`src/rtl/mem32_pkg.sv`:
```
// mem32_pkg: shared types and constants for the 32-bit data memory initiator.
//   Contents: op/size enums, the registered request struct, FSM state encodings,
//   response cause codes and WORD_BYTES.
package mem32_pkg;

    localparam int WORD_BYTES = 4;

    typedef enum logic [1:0] {
        OP_LOAD  = 2'd0,
        OP_STORE = 2'd1,
        OP_LR    = 2'd2,
        OP_SC    = 2'd3
    } mem32_op_e;

    typedef enum logic [1:0] {
        SZ_BYTE    = 2'd0,
        SZ_HALF    = 2'd1,
        SZ_WORD    = 2'd2,
        SZ_ILLEGAL = 2'd3
    } mem32_size_e;

    // FSM state encodings
    localparam logic [1:0] ST_IDLE  = 2'd0;
    localparam logic [1:0] ST_READ  = 2'd1;
    localparam logic [1:0] ST_WRITE = 2'd2;
    localparam logic [1:0] ST_RESP  = 2'd3;

    // rsp_cause codes
    localparam logic [1:0] CAUSE_NONE       = 2'd0;
    localparam logic [1:0] CAUSE_MISALIGNED = 2'd1;
    localparam logic [1:0] CAUSE_ACCESS     = 2'd2;
    localparam logic [1:0] CAUSE_ILLEGAL    = 2'd3;

    // Request fields held for the life of one transaction (address kept separately,
    // its width is a module parameter).
    typedef struct packed {
        mem32_op_e   op;
        mem32_size_e size;
        logic        sext;
        logic [31:0] wdata;
    } mem32_req_t;

endpackage

```
`src/rtl/mem32_lane_align.sv`:
```
// mem32_lane_align: combinational byte-lane handling for one 32-bit word.
//   word      in  32  word read from memory
//   lane      in  2   byte offset within the word (addr[1:0])
//   size      in  2   access size
//   sext      in  1   sign-extend sub-word loads
//   wdata     in  32  right-justified store data
//   load_data out 32  selected lane, zero/sign extended
//   merged    out 32  word with the addressed lane(s) replaced by wdata
module mem32_lane_align
    import mem32_pkg::*;
(
    input  logic [31:0]  word,
    input  logic [1:0]   lane,
    input  mem32_size_e  size,
    input  logic         sext,
    input  logic [31:0]  wdata,
    output logic [31:0]  load_data,
    output logic [31:0]  merged
);

    logic [31:0]           shifted;
    logic [31:0]           wrep;
    logic [WORD_BYTES-1:0] byte_en;

    // Aligned accesses only reach here, so a plain right shift by the byte offset
    // puts the addressed lane at bit 0.
    assign shifted = word >> {lane, 3'b000};

    always_comb begin
        load_data = shifted;
        wrep      = wdata;
        case (size)
            SZ_BYTE: begin
                load_data = {{24{sext & shifted[7]}}, shifted[7:0]};
                wrep      = {4{wdata[7:0]}};
            end
            SZ_HALF: begin
                load_data = {{16{sext & shifted[15]}}, shifted[15:0]};
                wrep      = {2{wdata[15:0]}};
            end
            default: begin
                load_data = shifted;
                wrep      = wdata;
            end
        endcase
    end

    // Store data is replicated across lanes; the per-lane enable picks which lanes
    // take the new value and which keep the read word.
    for (genvar i = 0; i < WORD_BYTES; i++) begin : g_lane
        localparam logic [1:0] L = 2'(i);
        assign byte_en[i] = (size == SZ_WORD)
                          | ((size == SZ_HALF) & (lane[1] == L[1]))
                          | ((size == SZ_BYTE) & (lane == L));
        assign merged[8*i +: 8] = byte_en[i] ? wrep[8*i +: 8] : word[8*i +: 8];
    end

endmodule

```
`src/rtl/mem32_access_initiator.sv`:
```
// mem32_access_initiator: core-side initiator for the 32-bit data memory port.
//   Accepts byte/half/word LOAD/STORE/LR/SC, one at a time; sub-word stores are
//   done as read-modify-write because the memory only handles whole words.
//   Optional feature macro: MEM32_LR_SC_EN (LR/SC reservation tracking).
// Ports:
//   CLK, RESET_N (async, active low)
//   req_*   request handshake (req_ready high only in IDLE)
//   rsp_*   response handshake, held stable until rsp_ready
//   mem_*   word-aligned read/write ports, one-cycle write strobe,
//           read/write fault inputs and reservation-success flag
module mem32_access_initiator
    import mem32_pkg::*;
#(
    parameter int ADDR_W = 32,
    parameter int DATA_W = 32
) (
    input  logic              CLK,
    input  logic              RESET_N,
    input  logic              req_valid,
    output logic              req_ready,
    input  logic [1:0]        req_op,
    input  logic [1:0]        req_size,
    input  logic              req_signed,
    input  logic [ADDR_W-1:0] req_addr,
    input  logic [DATA_W-1:0] req_wdata,
    output logic              rsp_valid,
    input  logic              rsp_ready,
    output logic [DATA_W-1:0] rsp_data,
    output logic              rsp_exception,
    output logic [1:0]        rsp_cause,
    output logic [ADDR_W-1:0] mem_read_address,
    input  logic [DATA_W-1:0] mem_read_data,
    output logic              mem_write_enable,
    output logic [ADDR_W-1:0] mem_write_address,
    output logic [DATA_W-1:0] mem_write_data,
    input  logic              mem_read_exception,
    input  logic              mem_write_exception,
    input  logic              mem_reservation
);

    logic [1:0]        state;
    mem32_req_t        req_q;
    logic [ADDR_W-1:0] addr_q;
    logic [1:0]        acc_cause;
    logic              acc_read_first;
    logic              sc_ok;
    logic [ADDR_W-1:0] req_word_addr;
    logic [31:0]       load_data;
    logic [31:0]       merged;

    assign req_ready        = (state == ST_IDLE);
    assign rsp_valid        = (state == ST_RESP);
    // Decoded from state so an asynchronous reset drops the strobe immediately.
    assign mem_write_enable = (state == ST_WRITE);
    assign req_word_addr    = {req_addr[ADDR_W-1:2], 2'b00};

    // Loads and sub-word stores need the current word first; word stores and SC go
    // straight to WRITE.
    assign acc_read_first = (req_op == OP_LOAD) || (req_op == OP_LR) ||
                            ((req_op == OP_STORE) && (req_size != SZ_WORD));

    // Fault decode at accept; illegal size wins over misalignment.
    always_comb begin
        acc_cause = CAUSE_NONE;
        if (req_size == SZ_ILLEGAL)
            acc_cause = CAUSE_ILLEGAL;
`ifdef MEM32_LR_SC_EN
        else if (((req_op == OP_LR) || (req_op == OP_SC)) && (req_size != SZ_WORD))
            acc_cause = CAUSE_MISALIGNED;
`else
        else if (req_op == OP_SC)
            acc_cause = CAUSE_ILLEGAL;
`endif
        else if ((req_size == SZ_WORD) && (req_addr[1:0] != 2'b00))
            acc_cause = CAUSE_MISALIGNED;
        else if ((req_size == SZ_HALF) && req_addr[0])
            acc_cause = CAUSE_MISALIGNED;
    end

`ifdef MEM32_LR_SC_EN
    logic              resv_valid;
    logic [ADDR_W-3:0] resv_addr;

    assign sc_ok = resv_valid && (resv_addr == req_addr[ADDR_W-1:2]) && mem_reservation;

    always_ff @(posedge CLK or negedge RESET_N) begin
        if (!RESET_N) begin
            resv_valid <= 1'b0;
            resv_addr  <= '0;
        end else begin
            if ((state == ST_READ) && (req_q.op == OP_LR) && !mem_read_exception) begin
                resv_valid <= 1'b1;
                resv_addr  <= addr_q[ADDR_W-1:2];
            end
            // Any SC consumes the reservation; a plain store to the reserved word kills it.
            if (req_valid && req_ready &&
                ((req_op == OP_SC) ||
                 ((req_op == OP_STORE) && (req_addr[ADDR_W-1:2] == resv_addr))))
                resv_valid <= 1'b0;
        end
    end
`else
    logic unused_resv;
    assign unused_resv = mem_reservation;
    assign sc_ok       = 1'b0;
`endif

    mem32_lane_align u_align (
        .word      (mem_read_data[31:0]),
        .lane      (addr_q[1:0]),
        .size      (req_q.size),
        .sext      (req_q.sext),
        .wdata     (req_q.wdata),
        .load_data (load_data),
        .merged    (merged)
    );

    always_ff @(posedge CLK or negedge RESET_N) begin
        if (!RESET_N) begin
            state             <= ST_IDLE;
            req_q             <= '0;
            addr_q            <= '0;
            rsp_data          <= '0;
            rsp_exception     <= 1'b0;
            rsp_cause         <= CAUSE_NONE;
            mem_read_address  <= '0;
            mem_write_address <= '0;
            mem_write_data    <= '0;
        end else begin
            case (state)
                ST_IDLE: begin
                    if (req_valid) begin
                        req_q         <= '{op:    mem32_op_e'(req_op),
                                           size:  mem32_size_e'(req_size),
                                           sext:  req_signed,
                                           wdata: req_wdata[31:0]};
                        addr_q        <= req_addr;
                        rsp_data      <= '0;
                        rsp_exception <= 1'b0;
                        rsp_cause     <= CAUSE_NONE;
                        if (acc_cause != CAUSE_NONE) begin
                            rsp_exception <= 1'b1;
                            rsp_cause     <= acc_cause;
                            state         <= ST_RESP;
                        end else if (acc_read_first) begin
                            mem_read_address  <= req_word_addr;
                            mem_write_address <= req_word_addr;
                            state             <= ST_READ;
                        end else if ((req_op == OP_SC) && !sc_ok) begin
                            rsp_data <= DATA_W'(1);
                            state    <= ST_RESP;
                        end else begin
                            mem_write_address <= req_word_addr;
                            mem_write_data    <= req_wdata;
                            state             <= ST_WRITE;
                        end
                    end
                end
                ST_READ: begin
                    if (mem_read_exception) begin
                        rsp_exception <= 1'b1;
                        rsp_cause     <= CAUSE_ACCESS;
                        state         <= ST_RESP;
                    end else if (req_q.op == OP_STORE) begin
                        mem_write_data <= DATA_W'(merged);
                        state          <= ST_WRITE;
                    end else begin
                        rsp_data <= DATA_W'(load_data);
                        state    <= ST_RESP;
                    end
                end
                ST_WRITE: begin
                    if (mem_write_exception) begin
                        rsp_exception <= 1'b1;
                        rsp_cause     <= CAUSE_ACCESS;
                    end
                    state <= ST_RESP;
                end
                default: begin
                    if (rsp_ready)
                        state <= ST_IDLE;
                end
            endcase
        end
    end

endmodule

```
`config.mk`:
```
export PLATFORM = sky130hd
export DESIGN_NAME = mem32_access_initiator
export DESIGN_NICKNAME = d
export VERILOG_FILES = /design/src/rtl/mem32_pkg.sv /design/src/rtl/mem32_lane_align.sv /design/src/rtl/mem32_access_initiator.sv
export SDC_FILE = /design/constraint.sdc
export NUM_CORES = 1
export LEC_CHECK = 0
export BUFFER_PORTS_ARGS = -buffer_cell sky130_fd_sc_hd__buf_2
export CORE_MARGIN = 2
export CORE_UTILIZATION = 30
export CTS_BUF_LIST = sky130_fd_sc_hd__clkbuf_8
export CTS_CLUSTER_DIAMETER = 120
export DETAILED_ROUTE_END_ITERATION = 7
export PLACE_DENSITY_LB_ADDON = 0.2
export SKIP_CTS_REPAIR_TIMING = 1
export SYNTH_ARGS = -nofsm -noshare
export SYNTH_HDL_FRONTEND = slang
export SYNTH_HIERARCHICAL = 1
export SYNTH_SLANG_ARGS = --single-unit
export TNS_END_PERCENT = 30
```
`constraint.sdc`:
```
create_clock -name CLK -period 1.95 [get_ports CLK]
set_clock_uncertainty 0.1 [all_clocks]
set_input_delay 0.2925 -clock CLK [delete_from_list [all_inputs] [get_ports CLK]]
set_output_delay 0.2925 -clock CLK [all_outputs]
set_load 0.02 [all_outputs]
```
**Yosys cells after proc, flatten, opt, wreduce, memory -nomap -nowiden**

Index checks and enable logic that the tools add are counted.

- Equality and inequality tests: 26
- Shift-type cells: 1
- Muxes and demuxes: 44
- Bitwise logic cells: 16
- Reductions and logical operators: 21

Operators by type and width:

| operator | count |
|---|---|
| 32-bit 2-to-1 mux | 11 |
| 32-bit case mux with 2 select lines | 4 |
| 8-bit 2-to-1 mux | 4 |
| 32-bit by 5-bit >> shifter with 32-bit output | 1 |
| 2-bit 2-to-1 mux | 10 |
| 2-bit != test, second input constant | 10 |
| 2-bit equality test, second input constant | 9 |
| 4-bit AND reduction | 4 |
| 2-bit by 1-bit equality test with 1-bit output, second input constant | 6 |
| 1-bit 2-to-1 mux | 12 |
| 2-bit case mux with 3 select lines | 2 |
| 1-bit bitwise AND | 8 |
| 2-bit logical NOT | 4 |
| 7-bit AND reduction | 1 |
| 1-bit bitwise OR | 6 |
| 2-bit nonzero test | 3 |
| 2-bit AND reduction | 2 |
| 4-bit nonzero test | 1 |
| 1-bit logical AND | 3 |
| 1-bit case mux with 3 select lines | 1 |
| 3-bit nonzero test | 1 |
| 1-bit logical OR | 2 |
| 2-bit by 1-bit != test with 1-bit output, second input constant | 1 |
| 1-bit NOT | 2 |

- Register bits after elaboration: 170
- Output and inout bits: 134
- Logic and storage cells: 120

**Longest topological paths before layout**

Gate-level depths: netlist of the first run.

- Word-level depth: 10
- Mapped depth: 9

**By module**

The synthesis of the first run kept the hierarchy.

By module, submodules not included:

| module | instances | cells each | area each (um2) |
|---|---|---|---|
| mem32_access_initiator | 1 | 500 | 7189.4 |
| mem32_lane_align | 1 | 229 | 1571.5 |

**Worst setup path before layout of the first run**

Ideal clock, no wire load.

- Kind: reg-to-reg
- Start point: register state[0]
- End point: register req_q[23] (netlist bit)
- Arrival: 1.894 ns
- Setup slack: -0.169 ns
- Stages on the path, launching flop included: 7
- Buffers on the path: 2
- Period minus slack after synthesis: 2.119 ns
- Cell sequence: dfrtp_1 > inv_1 > ha_1 > nand2_1 > clkbuf_1 > buf_2 > mux2_2

- Cells in the longest elaborated chain, start to end: 2

Ends and longest elaborated chain:

| element | RTL line | RTL |
|---|---|---|
| from (decl) | mem32_access_initiator.sv:41 | `logic [1:0] state;` |
| from (signal assigned) | mem32_access_initiator.sv:120 | `state <= ST_IDLE;` |
| from (signal assigned) | mem32_access_initiator.sv:144 | `state <= ST_RESP;` |
| from (signal assigned) | mem32_access_initiator.sv:148 | `state <= ST_READ;` |
| 2-bit logical NOT | - |  |
| named net req_ready | mem32_access_initiator.sv:20 | `output logic req_ready,` |
| 2-bit AND reduction (no line) | - |  |
| to (signal assigned) | mem32_access_initiator.sv:133 | `req_q <= '{op: mem32_op_e'(req_op),` |
| to (decl) | mem32_access_initiator.sv:42 | `mem32_req_t req_q;` |

The timed path passes the listed nets, and every way through them passes these cells.
A chain may end at the register's enable or synchronous reset.

**Worst setup path after layout of the first run**

- Start point: register req_q[33] (netlist bit)
- End point: register mem_write_data[4]

- Cells in the longest elaborated chain, start to end: 8
- Elaborated cells between the ends (all ways): 11
- Those cells by class: eq/ne (2); mux (4); bitwise (4); reduce/logical (1)

Ends and longest elaborated chain:

| element | RTL line | RTL |
|---|---|---|
| 2-bit by 1-bit equality test with 1-bit output | mem32_lane_align.sv:53 | `\| ((size == SZ_HALF) & (lane[1] == L[1]))` |
| 1-bit bitwise AND | mem32_lane_align.sv:53 |  |
| 1-bit bitwise OR | mem32_lane_align.sv:53 |  |
| 1-bit bitwise OR (*) | mem32_lane_align.sv:54 | `\| ((size == SZ_BYTE) & (lane == L));` |
| 8-bit 2-to-1 mux (*) | mem32_lane_align.sv:55 | `assign merged[8*i +: 8] = byte_en[i] ? wrep[8*i +: 8] : word[8*i +: 8];` |
| named net merged[4] | mem32_access_initiator.sv:49 | `logic [31:0] merged;` |
| 32-bit 2-to-1 mux (*) | mem32_access_initiator.sv:164 | `end else if (req_q.op == OP_STORE) begin` |
| 32-bit 2-to-1 mux (*) | mem32_access_initiator.sv:160 | `if (mem_read_exception) begin` |
| 32-bit case mux with 2 select lines (*) | mem32_access_initiator.sv:130 | `case (state)` |
| to (signal assigned) | mem32_access_initiator.sv:154 | `mem_write_data <= req_wdata;` |
| to (signal assigned) | mem32_access_initiator.sv:165 | `mem_write_data <= DATA_W'(merged);` |
| to (decl) | mem32_access_initiator.sv:35 | `output logic [DATA_W-1:0] mem_write_data,` |

The timed path passes the listed nets; every way through them passes the cells marked *. The select of a mux whose other input is x is not followed.

==> out/results.tsv, run 1 <==
stage	metric	value	unit
run	max-cap-violations	0	
cells_and_area	final_layout_size_suffix_gt1_share	51.0	%
synthesis	async_flop_share	100	%
synthesis	synthTopCellsByArea	dfrtp_1 48%, mux2_2 21%, mux2i_1 6.6%, mux2_4 5.1%, nand2_1 3.5%	
min_path	min_path_cells	2	
global_route	antenna_found_initial	2	
detailed_routing	ant_nets	0	
worst_setup_path	cp-start-kind	register	
detailed_routing	drt_iter0_drc	293	
status	violations	negative setup slack	
power	power_density	1790	nW/µm²
timing	clock.fmax	482	MHz
worst_setup_path	path_buf_inv	1	
synthesis	synth_cells	729	
global_route	grt_max_degree	48	
synthesis	synth_top_area_cell	dfrtp_1	
worst_setup_path	cpMostUsedCell	mux2_4	
synthesis	synth_area	8760	µm²
die	die_x	175	µm
global_route	grt_pass1_vias	6563	
clocking	clk_path_buf_depth	2	
cells_and_area	area_growth_syn_to_layout	37.6	%
placed_design	hpwl	19200	µm
die	core_area	28700	µm²
synthesis	synth.distinct_cells	47	
worst_setup_path	worst_ep_arrival_time	2.34	ns
worst_setup_path	cp_max_fo	8	
synthesis	yosysMostFrequentCell	dfrtp_1	
detailed_routing	wire_per_inst	18.0	µm
synthesis	yosys_warnings	6	
detailed_routing	vias	6685	
clocking	cts_buffers	17	
worst_setup_path	reg2reg_to	mem_write_data[4]$_DFFE_PN0P_	
global_route	grt_use_total	16.9	%
timing	rsz0062_at_grt	yes	
placed_design	place_ws	-0.124	ns
global_route	gr-total-overflow	0	
clocking	clk_pin_slew_worst_paths	0.11	ns
die	ios	242	
worst_setup_path	critical_path.max_stage_delay	0.43	ns
timing	setup_violations	27	
status	status	finished, violations left	
timing	fin_ws	-0.124	ns
min_path	hp-class	in2reg	
timing	period_share	106	%
worst_setup_path	critPathTopFamily	multiplexers	
cells_and_area	num-nets-final	1178	
min_path	min_to	req_q[36]$_DFFE_PN0P_	
worst_setup_path	crit_required	2.22	ns
min_path	hold_path_startpoint	req_op[1]	
worst_setup_path	crit_slowest_cell	dfrtp_1	
synthesis	avgSynthCellArea	12.0	µm²
placed_design	port_buffers	236	
worst_setup_path	path_cells	nand2b_4 > nor2b_4 > o21ai_4 > buf_12 > mux2_4 > mux2_4 > mux2_4	
timing	maxSlewHeadroom	64.7	%
die	start_util	30.5	%
timing	finalHoldViolCount	0	
cells_and_area	diodes	0	
synthesis	ys_seq_elements	168	
detailed_routing	avgViaCountPerCell	4.57	
clocking	cts_max_level	4	
power	ir_drop	0.000684	V
clocking	clkLatencyLatePin	0.48	ns
power	leakagePower	5.89	nW
synthesis	ys.flop_type	dfrtp_1	
clocking	root_buffer	clkbuf_8	
timing	finalCriticalPeriod	2.07	ns
detailed_routing	drt_first_pass_iters	5	
die	die_area	30600	µm²
worst_setup_path	reg2reg_depth	7	
cells_and_area	num-fill-cells	2833	
global_route	grt_pass1_wl	39200	µm
placed_design	place_congestion	0.752	
timing	worst_slew_pin_slew	0.530	ns
die	die_y	175	µm
placed_design	place_area	10800	µm²
synthesis	synth_edf_count	0	
detailed_routing	drc	0	
clocking	cts_tree	built	
timing	drv_slew	0	
worst_setup_path	r2r_setup_slack	-0.12	ns
worst_setup_path	crit_type	reg2reg	
synthesis	synthTopCellsByCount	168 x dfrtp_1, 165 x mux2_2, 81 x nand2_1	
synthesis	yosysTopAreaCellShare	48.0	%
die	fp-row-count	62	
worst_setup_path	endpoint_kind	register	
synthesis	yosysSeqAreaShare	48.0	%
detailed_routing	drt_wl_total	26400	µm
worst_setup_path	r2r_start	req_q[33]$_DFFE_PN0P_	
cells_and_area	final_area	12100	µm²
clocking	cts_sinks	168	
-- layout make-up --
class | instances | area [µm²] | share of cell area [%]
clock inverter | 15 | 189 | 1.57
multi-input combinational | 481 | 4300 | 35.6
inverter | 37 | 139 | 1.15
sequential | 168 | 4210 | 34.9
timing repair buffer | 361 | 2510 | 20.8
tap | 384 | 480 | 3.98
clock buffer | 17 | 234 | 1.94
-- sequential cells by signal, indices dropped and copies added (netlist names) --
signal	count
addr_q	2
req_q	37
rsp_exception	1
state	2
mem_write_address	30
mem_read_address	30
rsp_data	32
rsp_cause	2
mem_write_data	32
-- stage by stage --
stage	utilization [%]	total power, mW	hold WS (ns)	setup TNS (ns)	std cells
final	42.0	21.6	0.0383	-1.83	1463
after floorplan	-	14.5	-0.103	-4.05	732
after CTS	38.9	21.1	-0.366	-5.62	1391
after global routing	42.0	23.0	0.0171	-5.02	1463
after global placement	37.5	18.2	0.188	-3.08	1359
after detailed placement	37.5	18.3	0.178	-4.19	1359
-- how the worst max path moves through the flow --
stage                           from                             end  slack (ns)  depth (start not counted)
6_report       req_q[33]$_DFFE_PN0P_   mem_write_data[4]$_DFFE_PN0P_       -0.12                          7
5_1_grt        req_q[33]$_DFFE_PN0P_   mem_write_data[3]$_DFFE_PN0P_       -0.17                          7
4_1_cts        addr_q[1]$_DFFE_PN0P_  mem_write_data[14]$_DFFE_PN0P_       -0.15                          5
3_5_place_dp   addr_q[1]$_DFFE_PN0P_  mem_write_data[14]$_DFFE_PN0P_       -0.12                          5
3_3_place_gp   req_q[33]$_DFFE_PN0P_  mem_write_data[25]$_DFFE_PN0P_       -0.12                          7
2_1_floorplan  req_q[33]$_DFFE_PN0P_   mem_write_data[1]$_DFFE_PN0P_       -0.14                          7
-- report_power, final --
| part | internal (mW) | total, mW | switching (mW) |
|---|---|---|---|
| clock network | 1.01 | 2.68 | 1.66 |
| registers | 5.18 | 6.25 | 1.07 |
| logic | 6.27 | 12.7 | 6.41 |
| total | 12.5 | 21.6 | 9.14 |
-- cell families after synthesis --
logic type	after synthesis	share of synthesized area (%)
flip-flops	168	48.0
AO/OA/AOI/OAI	79	6.07
multiplexers	254	33.2
buffers and inverters	84	4.94
other	1	0.0428
AND/OR/NAND/NOR	139	7.16
adder cells (fa/ha/maj)	4	0.571
-- layer usage --
| layer | GRT usage (%) | share of wire [%] | vias up | wire length, µm |
|---|---|---|---|---|
| met2 | 26.1 | 46 | 187 | 12200 |
| met1 | 23.2 | 47 | 3272 | 12300 |
| li1 | - | - | 3197 | - |
| met4 | 4.10 | 1.2 | 4 | 316 |
| met5 | 0 | 0.068 | - | 18 |
| met3 | 5.07 | 5.8 | 25 | 1520 |
-- layout by cell type, fill, tap and decap left out, types with 2 or more instances in the layout --
master	netlist	routed
a211oi_1	14	14
a21o_1	2	2
a21oi_1	29	29
a22oi_1	2	2
buf_12	0	16
buf_2	16	235
buf_4	14	41
buf_6	6	3
clkbuf_8	0	17
clkinv_8	0	4
conb_1	1	4
dfrtp_1	168	166
dfrtp_2	0	2
dlygate4sd3_1	0	65
ha_1	4	2
inv_1	37	36
inv_12	0	2
inv_6	0	4
inv_8	0	5
mux2_2	165	143
mux2_4	30	52
mux2i_1	58	57
mux2i_4	1	2
nand2_1	81	78
nand2_2	0	3
nand2b_1	5	5
nor2_1	32	32
nor2b_1	11	10
nor2b_4	1	2
o21a_1	4	4
o21ai_0	10	5
o21ai_1	2	7
o21ai_4	1	2
o31ai_1	3	3
Power figures use the tool's default switching activity.
==> run 2, diff against run 1 <==
Settings changed: CORE_UTILIZATION 30 to 49, TNS_END_PERCENT 30 to not set.
==> run 2 against run 1 <==
Net effect:
- cell count decreased by 11%
- flip-flop and latch count unchanged
- clock power increased by 6%
- worst hold slack worse by 0.025 ns
- wire length decreased by 8.1%
- the flow still finishes with violations (negative setup slack)
==> out/results.tsv, run 2 (synthesized netlist as in run 1, its figures left out) <==
stage	metric	value	unit
status	status	finished, violations left	
status	violations	negative setup slack	
clocking	cts_tree	built	
timing	clock.fmax	488	MHz
timing	fin_ws	-0.0999	ns
worst_setup_path	crit_slowest_cell	dfrtp_1	
cells_and_area	area_growth_syn_to_layout	37.3	%
clocking	clk_path_buf_depth	2	
cells_and_area	final_layout_size_suffix_gt1_share	51.7	%
cells_and_area	fin_util	69.1	%
placed_design	port_buffers	236	
die	start_util	50.3	%
worst_setup_path	worst_ep_arrival_time	2.30	ns
clocking	root_buffer	clkbuf_8	
worst_setup_path	reg2reg_depth	7	
power	power_density	1840	nW/µm²
global_route	grtUsageMet3	7.06	%
worst_setup_path	cp-start-kind	register	
detailed_routing	drt_iter0_drc	332	
worst_setup_path	r2r_setup_slack	-0.1	ns
min_path	min_path_cells	2	
worst_setup_path	cpMostUsedCell	mux2_4	
global_route	grt_use_total	23.7	%
placed_design	place_congestion	0.842	
power	power	22.1	mW
worst_setup_path	critPathTopFamily	multiplexers	
worst_setup_path	cp-startpoint	req_q[33]$_DFFE_PN0P_	
worst_setup_path	crit_type	reg2reg	
placed_design	hpwl	16700	µm
clocking	cts_max_level	4	
clocking	clkLatencyLatePin	0.46	ns
cells_and_area	regMostFlops	req_q	
worst_setup_path	endpoint_kind	register	
timing	drv_slew	0	
worst_setup_path	crit_end	mem_write_data[5]$_DFFE_PN0P_	
cells_and_area	final_common_cell	buf_2	
min_path	hold_path_startpoint	req_wdata[22]	
worst_setup_path	critical_path_depth	7	
cells_and_area	fin_cells	1309	
detailed_routing	drt_first_pass_iters	4	
global_route	grt.met2_usage	38.4	%
timing	period_share	105	%
die	die_x	138	µm
min_path	hp-class	in2reg	
power	leakagePower	5.95	nW
die	ios	242	
worst_setup_path	path_buf_inv	1	
timing	finalCriticalPeriod	2.05	ns
worst_setup_path	crit_required	2.20	ns
die	core_area	17400	µm²
cells_and_area	reg_top3	req_q (37), mem_write_data (32), rsp_data (32)	
timing	worst_slew_pin_slew	0.528	ns
cells_and_area	diodes	0	
timing	setup_violations	26	
global_route	gr-total-overflow	0	
cells_and_area	largest_reg_flops	37	
cells_and_area	num-nets-final	1183	
clocking	cts_buffers	17	
detailed_routing	avgViaCountPerCell	5.23	
detailed_routing	ant_nets	0	
worst_setup_path	cp_max_fo	8	
clocking	clk_pin_slew_worst_paths	0.09	ns
die	fp-row-count	48	
detailed_routing	wire_per_inst	18.5	µm
timing	finalHoldViolCount	0	
clocking	cts_sinks	168	
cells_and_area	final_cell_mix	235 x buf_2, 165 x dfrtp_1, 142 x mux2_2	
timing	rsz0062_at_grt	yes	
global_route	met1_usage	31.2	%
placed_design	place_inst	1197	
detailed_routing	drt_wl_total	24200	µm
power	ir_drop	0.00101	V
timing	whs	0.0132	ns
detailed_routing	drc	0	
die	die_y	138	µm
timing	maxSlewHeadroom	64.8	%
worst_setup_path	path_cells	nand2b_4 > nor2b_4 > o21ai_4 > buf_12 > mux2_4 > mux2_4 > mux2_4	
global_route	grt-busiest-layer	met2	
run	max-cap-violations	0	
global_route	grt_max_degree	43	
worst_setup_path	r2r_start	req_q[33]$_DFFE_PN0P_	
global_route	grt_pass1_vias	6533	
worst_setup_path	reg2reg_to	mem_write_data[5]$_DFFE_PN0P_	
placed_design	place_ws	-0.0899	ns
die	die_area	19000	µm²
worst_setup_path	critical_path.max_stage_delay	0.41	ns
global_route	antenna_found_initial	0	
global_route	grt_pass1_wl	34100	µm
detailed_routing	vias	6841	
-- run 2: changes by cell type in the layout (fill, tap and decap cells not counted), sizes merged --
cell / previous run / this run
buf: 295 / 298
bufinv: 0 / 4
clkbuf: 18 / 22
clkinv: 4 / 2
clkinvlp: 0 / 3
dlygate4sd3: 65 / 63
inv: 48 / 43
-- run 2: worst min path at each step --
stage,to,slack [ns]
6_report,req_q[22]$_DFFE_PN0P_,0.01
5_1_grt,addr_q[1]$_DFFE_PN0P_,0.0007
4_1_cts,rsp_data[3]$_DFFE_PN0P_,-0.37
3_5_place_dp,rsp_data[3]$_DFFE_PN0P_,0.15
3_3_place_gp,rsp_data[3]$_DFFE_PN0P_,0.15
2_1_floorplan,addr_q[0]$_DFFE_PN0P_,-0.10
-- run 2: area by class of cell --
| type | count | area [µm²] |
|---|---|---|
| clock buffers | 17 | 234 |
| clock inverters | 15 | 214 |
| fillers | 1293 | 5390 |
| inverters | 37 | 139 |
| multi-input cells | 481 | 4310 |
| flip-flops and latches | 168 | 4210 |
| well taps | 225 | 282 |
| repair buffers | 366 | 2640 |
-- run 2: report_power, final --
part	switching, mW	internal, mW	leakage [nW]
combinational	6.49	6.56	3.68
clock	1.40	1.43	0.217
sequential	1.05	5.19	2.06
-- run 2: stage by stage --
step,TNS (ns),cell area [µm²]
6_report,-1.28,12000
4_1_cts,-2.80,11000
5_1_grt,-3.21,12000
3_5_place_dp,-2.15,10500
3_3_place_gp,-1.02,10500
2_1_floorplan,-3.28,8780
-- run 2: routing by layer --
metal | vias up | part of all wire (%) | wire (µm)
met3 | 28 | 6.7 | 1620
met1 | 3358 | 43 | 10500
li1 | 3215 | - | -
met4 | 0 | 1.5 | 358
met5 | - | 0 | 0
met2 | 240 | 48 | 11800
==> run 3, diff against run 2 <==
Settings changed: ABC_AREA set to 1, GPL_TIMING_DRIVEN set to 0, PLACE_DENSITY set to 0.85, PLACE_DENSITY_LB_ADDON 0.2 to not set.
==> run 3 against run 2 <==
Net effect:
- the flow still finishes with violations (negative setup slack)
- combinational power shrank 15%
- first-iteration DRC count grew to 2.7 times the previous value
- total power shrank 11%
- clock power shrank 14%
- worst setup slack gained 0.059 ns
==> out/results.tsv, run 3 <==
stage	metric	value	unit
status	status	finished, violations left	
status	violations	negative setup slack	
worst_setup_path	crit_required	2.20	ns
detailed_routing	met2_length	13200	µm
clocking	cts_tree	built	
worst_setup_path	r2r_setup_slack	-0.04	ns
detailed_routing	drc	0	
worst_setup_path	crit_type	reg2reg	
timing	whs	0.0000818	ns
global_route	grt_max_degree	103	
detailed_routing	top_layer	met4	
synthesis	synth_area	8800	µm²
detailed_routing	wire_per_inst	16.4	µm
clocking	clkLatencyLatePin	0.46	ns
synthesis	yosys_warnings	6	
die	die_x	138	µm
cells_and_area	fin_util	64.4	%
worst_setup_path	reg2reg_to	mem_write_data[2]$_DFFE_PN0P_	
placed_design	hpwl	21000	µm
cells_and_area	largest_reg_flops	37	
worst_setup_path	critical_path.max_stage_delay	0.46	ns
global_route	grt_pass1_vias	8597	
min_path	hold_path_startpoint	req_wdata[29]	
detailed_routing	wl_met1	12000	µm
die	die_y	138	µm
detailed_routing	drt_wl_total	28400	µm
cells_and_area	final_layout_size_suffix_gt1_share	26.6	%
worst_setup_path	endpoint_kind	register	
clocking	clk_path_buf_depth	2	
timing	drv_slew	0	
detailed_routing	drt_first_pass_iters	6	
worst_setup_path	path_buf_inv	3	
global_route	gr-total-overflow	0	
cells_and_area	register_area	4210	µm²
timing	period_share	102	%
power	p_seq_share	31.2	%
min_path	hp-class	in2reg	
worst_setup_path	critPathTopFamily	simple AND/OR/NAND/NOR gates	
global_route	antenna_found_initial	1	
power	p_int	10.0	mW
min_path	min_path_cells	3	
power	clockPowerShare	12.4	%
clocking	cts_max_level	4	
synthesis	ys_seq_elements	168	
synthesis	yosysMostFrequentCell	nand2_1	
die	core_area	17800	µm²
detailed_routing	ant_nets	0	
clocking	cts_sinks	168	
synthesis	synth_edf_count	0	
global_route	grt_use_total	28.2	%
synthesis	ys.flop_type	dfrtp_1	
worst_setup_path	path_cells	inv_2 > ha_4 > inv_2 > or2_4 > a21oi_4 > nand2_4 > clkbuf_16 > nand2_4 > nand2_2	
cells_and_area	num-nets-final	1609	
placed_design	place_congestion	0.992	
placed_design	place_ws	-0.417	ns
clocking	root_buffer	clkbuf_8	
die	start_util	49.5	%
clocking	clk_pin_slew_worst_paths	0.09	ns
power	switching_power	9.65	mW
power	ir_drop	0.000959	V
detailed_routing	vias	9379	
synthesis	yosysTopAreaCellShare	47.8	%
cells_and_area	num-fill-cells	1601	
worst_setup_path	crit_slowest_cell	dfrtp_2	
detailed_routing	dr_wl_met3	2190	µm
die	die_area	19100	µm²
synthesis	synth.distinct_cells	34	
power	swShare	49.1	%
timing	clock.fmax	502	MHz
timing	finalHoldViolCount	0	
placed_design	port_buffers	236	
timing	finalSetupTns	-0.326	ns
cells_and_area	reg_top3	req_q (37), mem_write_data (32), rsp_data (32)	
detailed_routing	drt_iter0_drc	902	
worst_setup_path	r2r_start	state[0]$_DFFE_PN0P_	
die	ios	242	
power	power_density	1720	nW/µm²
global_route	grt_pass1_wl	43600	µm
min_path	min_to	req_q[29]$_DFFE_PN0P_	
clocking	cts_buffers	17	
synthesis	avgSynthCellArea	7.41	µm²
synthesis	synthTopCellsByCount	545 x nand2_1, 168 x dfrtp_1, 145 x nand3_1	
worst_setup_path	reg2reg_depth	9	
cells_and_area	regMostFlops	req_q	
timing	maxSlewHeadroom	62.8	%
cells_and_area	final_common_cell	nand2_1	
synthesis	async_flop_share	100	%
timing	rsz0062_at_grt	yes	
cells_and_area	area_growth_syn_to_layout	30.1	%
power	power_frac_comb	56.4	%
cells_and_area	multiInputGateArea	4130	µm²
detailed_routing	avgViaCountPerCell	5.39	
timing	finalCriticalPeriod	1.99	ns
die	fp-row-count	49	
timing	fin_ws	-0.0412	ns
timing	worst_slew_pin_slew	0.558	ns
run	max-cap-violations	0	
worst_setup_path	worst_ep_arrival_time	2.25	ns
synthesis	synth_top_area_cell	dfrtp_1	
worst_setup_path	cp-start-kind	register	
power	leakagePower	6.52	nW
synthesis	synth_cells	1188	
synthesis	yosysSeqAreaShare	47.8	%
cells_and_area	final_cell_mix	521 x nand2_1, 257 x buf_2, 165 x dfrtp_1	
timing	setup_violations	21	
worst_setup_path	cp_max_fo	7	
synthesis	synthTopCellsByArea	dfrtp_1 48%, nand2_1 23%, nand3_1 8.2%, o21ai_0 6.3%, inv_1 2.5%	
[run 3: worst register-to-register path: stages, from the launching register on]
cell and delay [ns]:
dfrtp_2 0.46, inv_2 0.10, ha_4 0.17, inv_2 0.06, or2_4 0.25, a21oi_4 0.23
nand2_4 0.18, clkbuf_16 0.24, nand2_4 0.06, nand2_2 0.05
[run 3: cell type report]
type / instances / area share (%)
clock buffers: 17 / 2.04
clock inverters: 14 / 1.19
well taps: 229 / 2.50
inverters: 65 / 2.17
repair buffers: 287 / 15.2
multi-input cells: 884 / 36.0
diodes: 1 / 0.0219
plain buffers: 74 / 4.13
flip-flops and latches: 168 / 36.7
[run 3: cells by family (layout without fill, tap and decap cells)]
kind of cell / after synthesis / count (layout) / share of synthesized area [%]
buffers and inverters: 139 / 457 / 7.31
DFF: 168 / 168 / 47.8
other: 1 / 5 / 0.0426
AOI/OAI and AO/OA: 128 / 128 / 7.69
adders and majority gates: 4 / 4 / 0.569
and+or+nand+nor: 748 / 748 / 36.6
[run 3: how the worst max path moves through the flow]
stage,start,end,slack [ns],cells past startpoint
after floorplan,state[0]$_DFFE_PN0P_,mem_write_data[10]$_DFFE_PN0P_,0.02,9
after global placement,RESET_N,mem_write_address[19]$_DFFE_PN0P_,-2.02,1
after detailed placement,state[1]$_DFFE_PN0P_,mem_write_data[4]$_DFFE_PN0P_,-0.42,9
after CTS,state[1]$_DFFE_PN0P_,mem_write_data[4]$_DFFE_PN0P_,-0.43,9
after global routing,state[0]$_DFFE_PN0P_,mem_write_data[20]$_DFFE_PN0P_,-0.12,9
final,state[0]$_DFFE_PN0P_,mem_write_data[2]$_DFFE_PN0P_,-0.04,9
[run 3: power groups by stage]
stage | registers, mW | clock network [mW] | logic, mW
floorplan | 7.34 | 0 | 5.45
CTS | 6.04 | 2.48 | 10.0
detailed placement | 6.08 | 0 | 9.97
global route | 6.33 | 2.63 | 12.1
finish | 6.14 | 2.43 | 11.1
global placement | 6.05 | 0 | 9.70
[run 3: metal layers]
metal	global-route usage (%)	up-vias
li1	-	4435
met1	39.2	4389
met2	42.8	461
met3	6.06	94
met4	12.6	0
met5	0	-
[run 3: through the flow]
stage,instance area (µm²),total power [mW],cells
floorplan,8810,12.8,1191
global placement,10300,15.8,1656
detailed placement,10300,16.1,1657
CTS,10700,18.5,1688
global route,11500,21.1,1739
finish,11500,19.7,1739
